[src/rtl/reg_wb_arbiter_pkg.sv]
// Shared register-file definitions (package rf_pkg) used by the write-back arbiter.
// Optional forwarding elsewhere in this slice is enabled by defining RF_WB_FWD_EN.
package rf_pkg;
  localparam int RF_ADDR_W  = 5;
  localparam int RF_DATA_W  = 32;
  localparam int RF_WB_SRCS = 3;

  typedef logic [RF_ADDR_W-1:0] reg_addr_t;
  typedef logic [RF_DATA_W-1:0] reg_data_t;

  localparam int WB_ALU    = 0;
  localparam int WB_LOAD   = 1;
  localparam int WB_MULDIV = 2;

  // Width of an index into n requesters; never zero so R=1 still builds.
  function automatic int idx_w(input int n);
    return (n > 1) ? $clog2(n) : 1;
  endfunction
endpackage

[src/rtl/reg_wb_arbiter_if.sv]
// Write-back bus: requester handshake plus the register-file write port.
// Forwarding signals exist only when RF_WB_FWD_EN is defined.
interface reg_wb_arbiter_if #(
  parameter int N = rf_pkg::RF_ADDR_W,
  parameter int M = rf_pkg::RF_DATA_W,
  parameter int R = rf_pkg::RF_WB_SRCS
) ();
  logic           hold;
  logic [R-1:0]   req_valid;
  logic [R*N-1:0] req_addr;
  logic [R*M-1:0] req_data;
  logic [R-1:0]   req_ready;
  logic           rf_we;
  logic [N-1:0]   rf_wrAddr;
  logic [M-1:0]   rf_wrData;
`ifdef RF_WB_FWD_EN
  logic [N-1:0]   rdAddr0, rdAddr1;
  logic [M-1:0]   rf_rdData0, rf_rdData1;
  logic [M-1:0]   fwdData0, fwdData1;

  modport master (output hold, req_valid, req_addr, req_data, rdAddr0, rdAddr1, rf_rdData0, rf_rdData1,
                  input  req_ready, rf_we, rf_wrAddr, rf_wrData, fwdData0, fwdData1);
  modport slave  (input  hold, req_valid, req_addr, req_data, rdAddr0, rdAddr1, rf_rdData0, rf_rdData1,
                  output req_ready, rf_we, rf_wrAddr, rf_wrData, fwdData0, fwdData1);
`else
  modport master (output hold, req_valid, req_addr, req_data,
                  input  req_ready, rf_we, rf_wrAddr, rf_wrData);
  modport slave  (input  hold, req_valid, req_addr, req_data,
                  output req_ready, rf_we, rf_wrAddr, rf_wrData);
`endif
endinterface

[src/rtl/reg_wb_arbiter_rr.sv]
// Round-robin arbiter: grants the first request found from ptr upward (mod R)
// and moves ptr just past each winner.
module rr_arbiter import rf_pkg::*; #(
  parameter  int R  = RF_WB_SRCS,
  localparam int IW = idx_w(R)
) (
  input  logic          clk,
  input  logic          reset,
  input  logic [R-1:0]  req,
  input  logic          en,
  output logic [R-1:0]  gnt,
  output logic [IW-1:0] gnt_idx
);
  logic [IW-1:0]  ptr_q, ptr_d;
  logic [R-1:0]   masked;
  logic [2*R-1:0] rot2;
  logic           found;
  int             sum;

  // Rotate the request vector so bit 0 is the requester at ptr.
  always_comb begin
    masked  = req & {R{en}};
    rot2    = {masked, masked} >> ptr_q;
    found   = 1'b0;
    sum     = 0;
    gnt_idx = '0;
    for (int i = 0; i < R; i++) begin
      if (!found && rot2[i]) begin
        found = 1'b1;
        sum   = int'(ptr_q) + i;
        if (sum >= R) sum = sum - R;
        gnt_idx = IW'(sum);
      end
    end
    gnt = '0;
    for (int i = 0; i < R; i++) gnt[i] = found && (gnt_idx == IW'(i));
    ptr_d = ptr_q;
    if (found) ptr_d = (gnt_idx == IW'(R-1)) ? '0 : gnt_idx + IW'(1);
  end

  always_ff @(posedge clk or posedge reset) begin
    if (reset) ptr_q <= '0;
    else       ptr_q <= ptr_d;
  end
endmodule

[src/rtl/reg_wb_arbiter.sv]
// Register-file write-back arbiter: round-robin grant, zero-register squash and a
// single staging register driving the write port. RF_WB_FWD_EN adds read forwarding.
module reg_wb_arbiter import rf_pkg::*; #(
  parameter  int N  = RF_ADDR_W,
  parameter  int M  = RF_DATA_W,
  parameter  int R  = RF_WB_SRCS,
  localparam int IW = idx_w(R)
) (
  input logic             clk,
  input logic             reset,
  reg_wb_arbiter_if.slave bus
);
  logic [R-1:0]  gnt;
  logic [IW-1:0] gnt_idx;
  logic          xfer;
  logic [N-1:0]  sel_addr;
  logic [M-1:0]  sel_data;
  logic          we_q, we_d;
  logic [N-1:0]  addr_q, addr_d;
  logic [M-1:0]  data_q, data_d;

  // Reset also gates the grant so no requester sees ready while it is asserted.
  rr_arbiter #(.R(R)) u_rr (
    .clk     (clk),
    .reset   (reset),
    .req     (bus.req_valid),
    .en      (!bus.hold && !reset),
    .gnt     (gnt),
    .gnt_idx (gnt_idx)
  );

  assign bus.req_ready = gnt;
  assign xfer          = |gnt;

  always_comb begin
    sel_addr = '0;
    sel_data = '0;
    for (int i = 0; i < R; i++) begin
      if (gnt_idx == IW'(i)) begin
        sel_addr = bus.req_addr[i*N +: N];
        sel_data = bus.req_data[i*M +: M];
      end
    end
    // Register 0 writes are consumed but never reach the file.
    we_d   = xfer && (sel_addr != '0);
    addr_d = xfer ? sel_addr : addr_q;
    data_d = xfer ? sel_data : data_q;
  end

  always_ff @(posedge clk or posedge reset) begin
    if (reset) begin
      we_q   <= 1'b0;
      addr_q <= '0;
      data_q <= '0;
    end else begin
      we_q   <= we_d;
      addr_q <= addr_d;
      data_q <= data_d;
    end
  end

  assign bus.rf_we     = we_q;
  assign bus.rf_wrAddr = addr_q;
  assign bus.rf_wrData = data_q;

`ifdef RF_WB_FWD_EN
  assign bus.fwdData0 = (we_q && addr_q == bus.rdAddr0 && bus.rdAddr0 != '0) ? data_q : bus.rf_rdData0;
  assign bus.fwdData1 = (we_q && addr_q == bus.rdAddr1 && bus.rdAddr1 != '0) ? data_q : bus.rf_rdData1;
`endif
endmodule
[src/flat_wrapper.sv]
// flat-port wrapper written by rule: the top's interface ports become plain ports
module reg_wb_arbiter_flat import rf_pkg::*;
#(
  parameter  int N  = RF_ADDR_W,
  parameter  int M  = RF_DATA_W,
  parameter  int R  = RF_WB_SRCS,
  localparam int IW = idx_w(R)
)
  (clk, reset, bus_hold, bus_req_valid, bus_req_addr, bus_req_data, bus_req_ready, bus_rf_we, bus_rf_wrAddr, bus_rf_wrData);
  reg_wb_arbiter_if #(.N(N), .M(M), .R(R)) bus_i ();
  input logic clk;
  input logic reset;
  input wire logic [$bits(bus_i.hold)-1:0] bus_hold;
  input wire logic [$bits(bus_i.req_valid)-1:0] bus_req_valid;
  input wire logic [$bits(bus_i.req_addr)-1:0] bus_req_addr;
  input wire logic [$bits(bus_i.req_data)-1:0] bus_req_data;
  output wire logic [$bits(bus_i.req_ready)-1:0] bus_req_ready;
  output wire logic [$bits(bus_i.rf_we)-1:0] bus_rf_we;
  output wire logic [$bits(bus_i.rf_wrAddr)-1:0] bus_rf_wrAddr;
  output wire logic [$bits(bus_i.rf_wrData)-1:0] bus_rf_wrData;
  assign bus_i.hold = bus_hold;
  assign bus_i.req_valid = bus_req_valid;
  assign bus_i.req_addr = bus_req_addr;
  assign bus_i.req_data = bus_req_data;
  assign bus_req_ready = bus_i.req_ready;
  assign bus_rf_we = bus_i.rf_we;
  assign bus_rf_wrAddr = bus_i.rf_wrAddr;
  assign bus_rf_wrData = bus_i.rf_wrData;
  reg_wb_arbiter #(.N(N), .M(M), .R(R)) u_core (.clk(clk), .reset(reset), .bus(bus_i));
endmodule
[config.mk]
export PLATFORM = sky130hd
export DESIGN_NAME = reg_wb_arbiter_flat
export DESIGN_NICKNAME = d
export VERILOG_FILES = /design/src/rtl/reg_wb_arbiter_pkg.sv /design/src/rtl/reg_wb_arbiter_if.sv /design/src/rtl/reg_wb_arbiter_rr.sv /design/src/rtl/reg_wb_arbiter.sv /design/src/flat_wrapper.sv
export SDC_FILE = /design/constraint.sdc
export NUM_CORES = 1
export LEC_CHECK = 0
export BUFFER_PORTS_ARGS = -buffer_cell sky130_fd_sc_hd__buf_2
export CAP_MARGIN = 10
export CORE_UTILIZATION = 39
export DETAILED_ROUTE_END_ITERATION = 6
export GPL_TIMING_DRIVEN = 0
export PLACE_DENSITY = 0.86
export SKIP_CTS_REPAIR_TIMING = 1
export SKIP_LAST_GASP = 1
export SLEW_MARGIN = 10
export SYNTH_ARGS = -nofsm -noshare
export SYNTH_HDL_FRONTEND = slang
export SYNTH_HIERARCHICAL = 1
export SYNTH_SLANG_ARGS = --single-unit
[constraint.sdc]
create_clock -name clk -period 2.65 [get_ports clk]
set_input_delay 0.3975 -clock clk [delete_from_list [all_inputs] [get_ports clk]]
set_output_delay 0.3975 -clock clk [all_outputs]
set_load 0.1 [all_outputs]
==> summary.md <==
| Metric | Value |
|---|---|
| Largest fanout on the critical path | `5` |
| Via density per instance | `5.224` |
| Layout cell share with drive strength beyond 1 | `0.5777` |
| Highest attainable clock frequency | `341.3 MHz` |
| Final core utilization | `0.6759` |
| TritonCTS clock tree | `built` |
| Largest net degree at the start of global routing | `39` |
| Area grow syn2layout | `67.48%` |
| Starting density of the core | `0.4035` |
| Worst ir drop on vdd | `1388 uV` |
| Core outline area | `6350 sq um` |
| Leading register cell type out of synthesis | `dfrtp_1` |
| Highest cell delay on the worst timing path | `0.50 ns` |
| Cell chain of the critical path | `buf_6, or4b_4, a31o_4, a21o_4, a31oi_4, buf_12, nor2b_4, buf_12` |
| Number of max-slew violations in the final report | `0` |
| Setup TNS Final | `-9.415 ns` |
| Num CTS Buffers | `5` |
| Hold/Removal Path Class | `input pin to async pin` |
| CTS clock-pin slew for the worst setup and hold paths | `0.07 ns` |
| Synth Cell Area | `2562 sq um` |
| Total placed cells including tap cells | `527` |
| Post-synth EDFFs | `0` |
| Normalized max-slew margin | `0.4673` |
| Critical path type | `flop to output pin` |
| First-pass GRT wire length | `12.61 mm` |
| Dominant cell type by area after synthesis | `dfrtp_1` |
| Total number of nets in the final design | `596` |
| Remaining design rule violation count | `0` |
| Setup repair after global routing missed its margin | `true` |
| Pre-CTS setup slack | `-0.4231 ns` |
| Final setup violating endpoints | `41` |
| Port Buffers | `156` |
| Transition time at the pin with the least slew margin | `0.7978 ns` |
| Post-Syn Nets | `414` |
| Power per cell area | `1467 nW/um^2` |
| Number of DRC violations after detailed-routing iteration 0 | `93` |
| Required time reported for the critical path endpoint | `2.25 ns` |
| Sinks on the clock net | `40` |
| Setup skew after layout | `0.006794 ns` |
| Remaining antenna violation count after routing | `0` |
| Critical path capture point type | `output pin` |
| Routability congestion estimate | `0.8767` |
| CTS root buffer | `clkbuf_8` |
| Max-cap violations | `0` |
| Proportion of synthesized flip-flops having asynchronous set or reset | `1.000` |
| Post-synthesis instance total | `294` |
| PnR Total Power | `6.295 mW` |
| Drt total wl | `8.606 mm` |
| Cell type of the slowest stage on the worst timing path | `or4b_4` |
| Run status | `finished with violations` |
| DIE HEIGHT | `83.06 microns` |
| Proportion of netlist area held by the largest area contributor | `0.3906` |
| CTS H-tree depth | `2` |
| Top area cells in the synthesized netlist | `dfrtp_1 (39%), mux2i_1 (16%), a21oi_1 (14%), nor2_1 (11%), buf_6 (2.2%)` |
| Global-route usage over all layers | `0.2240` |
| Overflow after GRT | `0` |
| Number of global-route vias before repair | `2,742` |
| Cell with the most instances on the worst path | `buf_12` |
| Period minus WS final | `2.930 ns` |
| Number of failing hold endpoints at the final stage | `0` |
| Synth Area per Inst | `8.716 sq um` |
| Leakage Power | `1.938 nW` |
| Violated checks | `negative setup slack` |
| Clock latency of the later-clocked register in the worst-skew pair | `0.28 ns` |
| Number of unique standard cell types used by synthesis | `39` |
| Seq cells post-synth | `40` |
| Die area | `6899 sq um` |
| Worst Setup Slack, final | `-0.2798 ns` |
| Max Root-Sink Buffers | `2` |
| Row Count | `29` |
| Die boundary width | `83.06 microns` |
| Average wire per standard cell | `15.56 microns` |
| Via count | `2,889` |
| Final Cycle Share | `1.106` |
| Arrival @ worst endpoint | `2.53 ns` |
| Synth Warn # | `6` |
| Startpoint types | `flop` |
| Number of diodes added for antenna fixing | `0` |
| Share of the yosys chip area belonging to registers | `0.3906` |
| 1st-pass router iterations | `7` |
| Count of non-filler cells in the finished layout | `553` |
| Half-perimeter wire length after placement | `5.840 mm` |
| Num ports | `158` |
| Setup slack, reg-to-reg | `-0.27 ns` |
| Initial antenna violation count | `0` |
[worst max-delay path: cells and delay by family (launching register included)]
family	cells	cell delay [ns]
AO/OA/AOI/OAI	3	0.68
buffers and inverters	3	0.46
flip-flops	1	0.40
AND/OR/NAND/NOR	2	0.70
[Yosys cell counts, types with 2 or more instances]
cell,instances
a21oi_1,70
buf_2,10
buf_4,4
buf_6,5
clkbuf_1,3
dfrtp_1,40
ha_1,3
inv_1,7
mux2_1,2
mux2i_1,40
nand2_1,3
nand3_1,3
nand4_1,3
nor2_1,72
nor2b_1,2
o2bb2ai_1,2
o31ai_1,3
[worst paths after layout]
check,start,end,cells past startpoint
setup reg to reg,u_core/u_rr/ptr_q[0],u_core/bus.rf_we,11
hold reg to reg,u_core/bus.rf_wrAddr[2],u_core/bus.rf_wrAddr[2],1
min in group clk,bus_req_data[74],u_core/bus.rf_wrData[10],3
hold / removal,reset,u_core/bus.rf_wrAddr[4],2
max in group asynchronous,reset,u_core/bus.rf_wrAddr[2],2
setup / recovery,u_core/u_rr/ptr_q[0],bus_req_ready[1],8
[sequential cells by signal (all words and copies together) (netlist names)]
signal                cells
u_core/bus.rf_wrData     32
u_core/bus.rf_wrAddr      5
u_core/u_rr/ptr_q         2
u_core/bus.rf_we          1
[final cells by class]
type / instances / area, sq um
sequential: 40 / 1001
timing repair buffer: 175 / 1086
tap: 77 / 96.34
clock buffer: 6 / 72.57
inverter: 7 / 26.28
clock inverter: 1 / 5.005
multi-input combinational: 224 / 1720
buffer: 23 / 284.0
fill: 502 / 2058
[power breakdown]
group	switching [mW]	leakage, nW	internal [mW]
clock network	0.200	0.0410	0.179
registers	0.230	0.448	0.917
logic	3.42	1.45	1.35
total	3.85	1.94	2.45
[routing by layer]
layer	GRT usage	part of all wire	routed length (microns)	up-vias
met5	0	0	0	-
met4	0.06740	0.014	124	0
met3	0.03678	0.051	436	10
met2	0.4031	0.52	4454	113
met1	0.2737	0.42	3590	1367
li1	-	-	-	1399
[kinds of logic (layout without fill, tap and decap cells)]
kind of cell,count (synthesis),after routing,synth area share
buffers and inverters,30,212,0.06934
and+or+nand+nor,93,93,0.1611
AOI/OAI and AO/OA,86,86,0.1992
adders and majority gates,3,3,0.01465
DFF,40,40,0.3906
muxes,42,42,0.1650
[per-stage QoR]
step	area (sq um)	hold slack [ns]
6_report	4292	0.2779
5_1_grt	4292	0.3448
4_1_cts	3585	-0.02445
3_5_place_dp	3507	0.2844
3_3_place_gp	3507	0.2692
2_1_floorplan	2630	0.1387
[cells in the final DEF (no fill, tap or decap), types with 2 or more instances in the layout]
master / count
nand3_1: 3
buf_4: 14
buf_2: 153
nand2_1: 2
inv_1: 6
dfrtp_1: 40
mux2i_2: 2
a21oi_1: 45
buf_8: 3
mux2i_1: 38
o31ai_1: 2
buf_12: 13
mux2_4: 2
nor2_1: 47
clkbuf_2: 4
nor2_4: 15
buf_6: 5
ha_1: 3
a21oi_2: 25
nor2b_4: 2
a211oi_4: 2
clkbuf_16: 4
a31oi_4: 2
nand4_1: 3
clkbuf_8: 5
nor2_2: 10
No activity file was read; power rests on OpenSTA's default activity.
